`src/rtl/axi_dbg_pkg.sv`:
```
// axi_dbg_pkg: shared states, AXI response codes and debug-space addresses
// for the axi_dbg_master single-beat AXI4 initiator.
package axi_dbg_pkg;

  typedef enum logic [2:0] {
    S_IDLE,
    S_WR,
    S_WR_B,
    S_RD_A,
    S_RD_R,
    S_RSP
  } state_e;

  localparam logic [1:0] RESP_OKAY   = 2'b00;
  localparam logic [1:0] RESP_SLVERR = 2'b10;

  localparam logic [31:0] UART_TX        = 32'h2000_0000;
  localparam logic [31:0] TIMER          = 32'h2000_0008;
  localparam logic [31:0] COTRL          = 32'h2000_0010;
  localparam logic [31:0] COTRL_COREMARK = 32'h2000_0020;

endpackage

```
`src/rtl/axi_dbg_wr_chan.sv`:
```
// axi_dbg_wr_chan: AW/W channel pairing; each VALID drops independently
// after its own handshake, o_done reports when both have completed.
module axi_dbg_wr_chan
  import axi_dbg_pkg::*;
(
  input  logic i_clk,
  input  logic i_rst,
  input  logic i_start,
  input  logic i_abort,
  input  logic i_awready,
  input  logic i_wready,
  output logic o_awvalid,
  output logic o_wvalid,
  output logic o_done
);

  logic r_awvalid;
  logic r_wvalid;
  logic r_aw_done;
  logic r_w_done;
  logic w_aw_hs;
  logic w_w_hs;

  assign w_aw_hs = r_awvalid & i_awready;
  assign w_w_hs  = r_wvalid & i_wready;

  // Done also covers a handshake landing in the current cycle.
  assign o_done = (r_aw_done | w_aw_hs) & (r_w_done | w_w_hs);

  assign o_awvalid = r_awvalid;
  assign o_wvalid  = r_wvalid;

  always_ff @(posedge i_clk) begin
    if (i_rst) begin
      r_awvalid <= 1'b0;
      r_wvalid  <= 1'b0;
      r_aw_done <= 1'b0;
      r_w_done  <= 1'b0;
    end else if (i_start) begin
      r_awvalid <= 1'b1;
      r_wvalid  <= 1'b1;
      r_aw_done <= 1'b0;
      r_w_done  <= 1'b0;
    end else if (i_abort) begin
      r_awvalid <= 1'b0;
      r_wvalid  <= 1'b0;
    end else begin
      if (w_aw_hs) begin
        r_awvalid <= 1'b0;
        r_aw_done <= 1'b1;
      end
      if (w_w_hs) begin
        r_wvalid <= 1'b0;
        r_w_done <= 1'b1;
      end
    end
  end

endmodule

```
`src/rtl/axi_dbg_master.sv`:
```
// axi_dbg_master: command/response to single-beat AXI4 read or write.
// Optional watchdog abort enabled by defining DBG_TIMEOUT_EN.
module axi_dbg_master
  import axi_dbg_pkg::*;
#(
  parameter int AW      = 32,
  parameter int DW      = 64,
  parameter int IDW     = 4,
  parameter int TIMEOUT = 1024
) (
  input  logic             i_clk,
  input  logic             i_rst,
  input  logic             i_cmd_valid,
  output logic             o_cmd_ready,
  input  logic             i_cmd_write,
  input  logic [AW-1:0]    i_cmd_addr,
  input  logic [DW-1:0]    i_cmd_wdata,
  input  logic [DW/8-1:0]  i_cmd_wstrb,
  input  logic [IDW-1:0]   i_cmd_id,
  output logic             o_rsp_valid,
  input  logic             i_rsp_ready,
  output logic [DW-1:0]    o_rsp_rdata,
  output logic [1:0]       o_rsp_resp,
  output logic             o_rsp_id_err,
  output logic             o_rsp_timeout,
  output logic [IDW-1:0]   o_m_awid,
  output logic [AW-1:0]    o_m_awaddr,
  output logic             o_m_awvalid,
  input  logic             i_m_awready,
  output logic [DW-1:0]    o_m_wdata,
  output logic [DW/8-1:0]  o_m_wstrb,
  output logic             o_m_wvalid,
  input  logic             i_m_wready,
  input  logic [IDW-1:0]   i_m_bid,
  input  logic [1:0]       i_m_bresp,
  input  logic             i_m_bvalid,
  output logic             o_m_bready,
  output logic [IDW-1:0]   o_m_arid,
  output logic [AW-1:0]    o_m_araddr,
  output logic             o_m_arvalid,
  input  logic             i_m_arready,
  input  logic [IDW-1:0]   i_m_rid,
  input  logic [DW-1:0]    i_m_rdata,
  input  logic [1:0]       i_m_rresp,
  input  logic             i_m_rvalid,
  output logic             o_m_rready
);

  state_e              r_state;
  logic                r_cmd_ready;
  logic [AW-1:0]       r_addr;
  logic [DW-1:0]       r_wdata;
  logic [DW/8-1:0]     r_wstrb;
  logic [IDW-1:0]      r_id;
  logic                r_arvalid;
  logic                r_bready;
  logic                r_rready;
  logic                r_rsp_valid;
  logic [DW-1:0]       r_rsp_rdata;
  logic [1:0]          r_rsp_resp;
  logic                r_rsp_id_err;
  logic                r_rsp_timeout;
  logic                w_accept;
  logic                w_wr_start;
  logic                w_wr_done;
  logic                w_expire;

  assign w_accept   = r_cmd_ready & i_cmd_valid;
  assign w_wr_start = w_accept & i_cmd_write;

`ifdef DBG_TIMEOUT_EN
  localparam int TW = $clog2(TIMEOUT + 1);

  logic [TW-1:0] r_tmo_cnt;
  logic          w_busy;
  logic          w_adv;

  assign w_busy = (r_state == S_WR) | (r_state == S_WR_B) |
                  (r_state == S_RD_A) | (r_state == S_RD_R);
  // Any state-advancing handshake beats expiry in the same cycle.
  assign w_adv = ((r_state == S_WR) & w_wr_done) |
                 ((r_state == S_WR_B) & i_m_bvalid & r_bready) |
                 ((r_state == S_RD_A) & i_m_arready & r_arvalid) |
                 ((r_state == S_RD_R) & i_m_rvalid & r_rready);
  assign w_expire = w_busy & ~w_adv &
                    (r_tmo_cnt == TW'(TIMEOUT - 1));

  always_ff @(posedge i_clk) begin
    if (i_rst || w_adv || !w_busy) begin
      r_tmo_cnt <= '0;
    end else begin
      r_tmo_cnt <= r_tmo_cnt + 1'b1;
    end
  end
`else
  logic w_unused_tmo;
  assign w_unused_tmo = (TIMEOUT == 0);
  assign w_expire     = 1'b0;
`endif

  axi_dbg_wr_chan u_wr_chan (
    .i_clk     (i_clk),
    .i_rst     (i_rst),
    .i_start   (w_wr_start),
    .i_abort   (w_expire),
    .i_awready (i_m_awready),
    .i_wready  (i_m_wready),
    .o_awvalid (o_m_awvalid),
    .o_wvalid  (o_m_wvalid),
    .o_done    (w_wr_done)
  );

  always_ff @(posedge i_clk) begin
    if (i_rst) begin
      r_state       <= S_IDLE;
      r_cmd_ready   <= 1'b1;
      r_addr        <= '0;
      r_wdata       <= '0;
      r_wstrb       <= '0;
      r_id          <= '0;
      r_arvalid     <= 1'b0;
      r_bready      <= 1'b0;
      r_rready      <= 1'b0;
      r_rsp_valid   <= 1'b0;
      r_rsp_rdata   <= '0;
      r_rsp_resp    <= RESP_OKAY;
      r_rsp_id_err  <= 1'b0;
      r_rsp_timeout <= 1'b0;
    end else if (w_expire) begin
      r_arvalid     <= 1'b0;
      r_bready      <= 1'b0;
      r_rready      <= 1'b0;
      r_rsp_valid   <= 1'b1;
      r_rsp_rdata   <= '0;
      r_rsp_resp    <= RESP_SLVERR;
      r_rsp_id_err  <= 1'b0;
      r_rsp_timeout <= 1'b1;
      r_state       <= S_RSP;
    end else begin
      unique case (r_state)
        S_IDLE: begin
          if (w_accept) begin
            r_addr        <= i_cmd_addr;
            r_wdata       <= i_cmd_wdata;
            r_wstrb       <= i_cmd_wstrb;
            r_id          <= i_cmd_id;
            r_cmd_ready   <= 1'b0;
            r_rsp_timeout <= 1'b0;
            if (i_cmd_write) begin
              r_state <= S_WR;
            end else begin
              r_arvalid <= 1'b1;
              r_state   <= S_RD_A;
            end
          end
        end
        S_WR: begin
          if (w_wr_done) begin
            r_bready <= 1'b1;
            r_state  <= S_WR_B;
          end
        end
        S_WR_B: begin
          if (i_m_bvalid && r_bready) begin
            r_bready     <= 1'b0;
            r_rsp_valid  <= 1'b1;
            r_rsp_rdata  <= '0;
            r_rsp_resp   <= i_m_bresp;
            r_rsp_id_err <= (i_m_bid != r_id);
            r_state      <= S_RSP;
          end
        end
        S_RD_A: begin
          if (i_m_arready && r_arvalid) begin
            r_arvalid <= 1'b0;
            r_rready  <= 1'b1;
            r_state   <= S_RD_R;
          end
        end
        S_RD_R: begin
          if (i_m_rvalid && r_rready) begin
            r_rready     <= 1'b0;
            r_rsp_valid  <= 1'b1;
            r_rsp_rdata  <= i_m_rdata;
            r_rsp_resp   <= i_m_rresp;
            r_rsp_id_err <= (i_m_rid != r_id);
            r_state      <= S_RSP;
          end
        end
        S_RSP: begin
          if (i_rsp_ready) begin
            r_rsp_valid <= 1'b0;
            r_cmd_ready <= 1'b1;
            r_state     <= S_IDLE;
          end
        end
        default: begin
          r_state <= S_IDLE;
        end
      endcase
    end
  end

  assign o_cmd_ready   = r_cmd_ready;
  assign o_rsp_valid   = r_rsp_valid;
  assign o_rsp_rdata   = r_rsp_rdata;
  assign o_rsp_resp    = r_rsp_resp;
  assign o_rsp_id_err  = r_rsp_id_err;
  assign o_rsp_timeout = r_rsp_timeout;
  assign o_m_awid      = r_id;
  assign o_m_awaddr    = r_addr;
  assign o_m_wdata     = r_wdata;
  assign o_m_wstrb     = r_wstrb;
  assign o_m_bready    = r_bready;
  assign o_m_arid      = r_id;
  assign o_m_araddr    = r_addr;
  assign o_m_arvalid   = r_arvalid;
  assign o_m_rready    = r_rready;

endmodule

```
`config.mk`:
```
export PLATFORM = sky130hd
export DESIGN_NAME = axi_dbg_master
export DESIGN_NICKNAME = d
export VERILOG_FILES = /design/src/rtl/axi_dbg_pkg.sv /design/src/rtl/axi_dbg_wr_chan.sv /design/src/rtl/axi_dbg_master.sv
export SDC_FILE = /design/constraint.sdc
export NUM_CORES = 1
export LEC_CHECK = 0
export ABC_AREA = 1
export BUFFER_PORTS_ARGS = -buffer_cell sky130_fd_sc_hd__buf_2
export CORE_AREA = 2 2 159 161
export CTS_CLUSTER_DIAMETER = 120
export DETAILED_ROUTE_END_ITERATION = 7
export DIE_AREA = 0 0 161 163
export GPL_TIMING_DRIVEN = 0
export PLACE_DENSITY = 0.67
export RECOVER_POWER = 100
export SYNTH_ARGS = -nofsm -noshare
export SYNTH_HDL_FRONTEND = slang
export SYNTH_SLANG_ARGS = --single-unit
```
`constraint.sdc`:
```
create_clock -name i_clk -period 1.99 [get_ports i_clk]
set_input_delay 0.2985 -clock i_clk [delete_from_list [all_inputs] [get_ports i_clk]]
set_output_delay 0.2985 -clock i_clk [all_outputs]
set_load 0.1 [all_outputs]
```
==> summary.txt <==
Run status
  • Outcome: completed

Worst hold path
  • Hold Path Cell Cnt: 3
  • Hold path start: i_m_rdata[40]
  • Tightest Hold Check Type: in -> reg
  • Worst Hold Endpoint: o_rsp_rdata[40]

Power
  • Leak: ~4.8 nW
  • Switch Pwr: about 10 mW
  • Clock share of power: about 19%
  • Logic pwr share: a little over half
  • Peak VDD IR: 736.9 µV
  • Pwr Density: about 1800 nW/µm²
  • Internal Power: around 8 mW
  • Sequential power share: 26.9%
  • Net Sw Frac: 56.04%

CTS
  • Clk slew on worst S/H paths: approximately 0.080 ns
  • Root Driver: clkbuf_16
  • Clk Latency, worst-skew pair: 0.42 ns
  • CTS tree: done
  • Post-CTS Setup Bufs: 0
  • # H-tree levels: 4
  • Sink Count: 187
  • Hold-fix buffers at CTS: 0
  • # resized after CTS: 0
  • Clk buf depth: 2
  • TritonCTS buffer count: 17

STA
  • Worst slew margin: a little under half
  • Total Neg Setup Slack: 0 ns
  • Fmax: between 0.5 and 0.6 GHz
  • Tcrit/Tclk final: 90.62%
  • Min Tclk post-route: approximately 1.8 ns
  • Final Skew: 0.01062 ns
  • Setup violations, final: 0
  • Minimum hold slack: around 0.11 ns
  • Final Max Tran Viols: 0
  • Final Hold Viols: 0
  • Slew @ Worst Pin: a little over 0.8 ns
  • RSZ-0062 raised after global routing: no

Global routing
  • Gr ovfl total: 0
  • Largest net degree at the start of global routing: 19
  • Initial antenna violation count: 0
  • Vias in the first global route: 6,886
  • GRT Total Usage: between 10% and 20%
  • First-pass GRT wire length: about 37,000 µm

Floorplan
  • Core Region: around 25,000 µm²
  • Die Wd: roughly 160 µm
  • Chip height: ~160 µm
  • Total die area: around 26,000 µm²
  • Starting density of the core: 28.77%
  • Num rows: slightly below 60
  • Ports: between 400 and 500

Logic synthesis
  • Syn Nets: between 1,000 and 1,500
  • Synthesized flop and latch total: 187
  • Synth Instances: 930
  • Cell Area, Synth: between 7000 and 8000 µm²
  • Register area share after synthesis: between 50% and 60%
  • Yosys Warn Count: 0
  • Distinct cell type count after synthesis: 25
  • Synthesized area per cell: ~7.6 µm²

Routing
  • Vias per Instance: ~4.4
  • Drt drc: 0
  • Drt total wl: 24,970 µm
  • Wire per inst: around 15 µm
  • Starting DRT DRC Count: about 430
  • Number of iterations in the first detailed-routing pass: 4
  • Via count: about 7,400
  • Routed Antenna Nets: 0

Place
  • Dpl cell area: about 9600 µm²
  • # port buffers: around 400
  • Cells after DPL: ~1,700
  • Routability cong.: between 0.8 and 0.9
  • Detailed placement HPWL: approximately 20,000 µm

Final layout
  • Layout Area Growth over Synthesis: 43.07%
  • Multi-input logic area: 2646 µm²
  • Final-stage net count: ~1,600
  • Layout cells sized above 1: a little under two fifths
  • Non-Filler Instances: around 1,700
  • Fillers: between 2,000 and 3,000
  • Design Area, Final: slightly above 10,000 µm²
  • Diodes inserted: 0
  • Seq. cell area: approximately 3700 µm²

Critical path
  • Data arrival, critical path: about 2.1 ns
  • Reg-to-Reg End: o_rsp_resp[0]
  • Max incr delay on CP: 0.39 ns
  • CP Cell Sequence: nor2_4 -> nand2_4 -> nand2_1 -> nand3_4 -> buf_2 -> o21ai_1 -> a21oi_1
  • Slowest CP cell: dfxtp_1
  • CP Max Fanout: 10
  • Worst path bufs/invs: 1
  • Setup crit end kind: flip-flop
  • Critical path required time: 2.29 ns
  • Reg2reg start: r_state[1]
  • Critical path type: reg -> reg
  • Startpoint types: flip-flop
  • Delay-heaviest family, CP: simple AND/OR/NAND/NOR gates
  • R2R setup slack: 0.19 ns
  • Crit path depth: 7
  • FF-to-FF path depth: 7

Flow run
  • MaxCap Viol Count: 0
[worst register-to-register path: cells and delay by family, from the launching register on]
family	cells	cell delay, ns
simple gates	4	0.74
flops	1	0.39
compound gates	2	0.32
buf+inv	1	0.25
[final cells by class]
cell class,count,area share [%]
Tap cell,330,4.065
Timing Repair Buffer,410,20.20
Clock buffer,19,4.459
Inverter,27,0.9978
Sequential cell,187,36.87
Buffer,95,5.888
Multi-Input combinational cell,621,26.05
Clock inverter,13,1.466
[Yosys cell counts]
| master | n | area share (%) |
|---|---|---|
| conb_1 | 1 | 0.053 |
| clkbuf_1 | 22 | 1.2 |
| inv_1 | 22 | 1.2 |
| nand2_4 | 1 | 0.16 |
| or2_2 | 2 | 0.18 |
| a31oi_1 | 2 | 0.18 |
| nand2_2 | 2 | 0.18 |
| a21oi_1 | 186 | 13 |
| nor2_4 | 1 | 0.16 |
| o21ai_0 | 3 | 0.21 |
| nand2_1 | 387 | 20 |
| nand4_1 | 2 | 0.18 |
| nand3_1 | 16 | 1.1 |
| nor3_1 | 3 | 0.21 |
| nand3_2 | 1 | 0.14 |
| inv_2 | 4 | 0.21 |
| o31ai_1 | 1 | 0.11 |
| o21ai_1 | 2 | 0.14 |
| buf_2 | 16 | 1.1 |
| buf_4 | 51 | 5.4 |
| dfxtp_1 | 187 | 53 |
| and2_1 | 1 | 0.088 |
| buf_6 | 6 | 0.95 |
| clkinv_1 | 1 | 0.053 |
| nor2_1 | 10 | 0.53 |
[routing by layer]
metal  routed length [µm]  vias up  track usage (%)
met1                10580     3367            21.92
met2                12500      271            32.33
li1                     -     3792                -
met3                 1575       19            4.354
met4                  312        0            4.302
met5                    0        -                0
[power by group through the flow]
stage                     logic (mW)  registers [mW]  clock network [mW]
after floorplan                 3.45            9.50                   0
after global routing            10.3            4.96                3.77
final                           9.75            4.88                3.51
after CTS                       9.87            4.85                3.61
after global placement          9.81            4.90                   0
after detailed placement        9.86            4.93                   0
[state kept, by name, summed over array words and instances, names as in the netlist, 2 cells and up]
register and count:
o_m_araddr 32, o_m_arid 4, o_m_wdata 64, o_m_wstrb 8, o_rsp_rdata 64, o_rsp_resp 2
r_state 3
[per-stage QoR]
| step | power, mW | utilization [%] | worst slack [ns] |
|---|---|---|---|
| 5_1_grt | 19.00 | 41.17 | 0.01745 |
| 3_5_place_dp | 14.78 | 38.76 | 0.002156 |
| 2_1_floorplan | 12.95 | - | 0.1190 |
| 3_3_place_gp | 14.72 | 38.76 | 0.02674 |
| 6_report | 18.13 | 41.17 | 0.1866 |
| 4_1_cts | 18.32 | 41.20 | 0.001981 |
[cells by family (layout without fill, tap and decap cells)]
family                 Yosys count  in the layout  share of synthesized area (%)
AND/OR/NAND/NOR                426            426                          23.40
AO/OA/AOI/OAI                  194            194                          13.75
flip-flops                     187            187                          52.73
buffers and inverters          122            564                          10.06
other                            1              1                        0.05282
[how the worst max path moves through the flow]
stage / startpoint / end / slack [ns]
3_5_place_dp: i_rst / o_rsp_rdata[61] / 0.002
5_1_grt: r_state[1] / o_m_wdata[15] / 0.02
3_3_place_gp: i_rst / o_m_araddr[26] / 0.03
4_1_cts: r_state[0] / o_rsp_resp[0] / 0.002
6_report: r_state[1] / o_rsp_resp[0] / 0.19
2_1_floorplan: o_cmd_ready / o_m_wdata[0] / 0.12
[layout by cell type (no fill, tap or decap), types with 2 or more instances in the layout]
master     count
dfxtp_1      186
nor3_1         3
or2_2          2
clkbuf_8       2
nor2_1        10
inv_2          4
nand3_1       16
inv_1         22
buf_4         46
buf_2        199
a31oi_1        2
a21oi_1      186
clkbuf_2     230
nand2_1      388
inv_6          3
inv_8          4
clkbuf_1      24
buf_6          6
nand4_1        2
clkbuf_16     17
o21ai_0        3
o21ai_1        2
clkinv_4       3
Power figures use the tool's default switching activity.
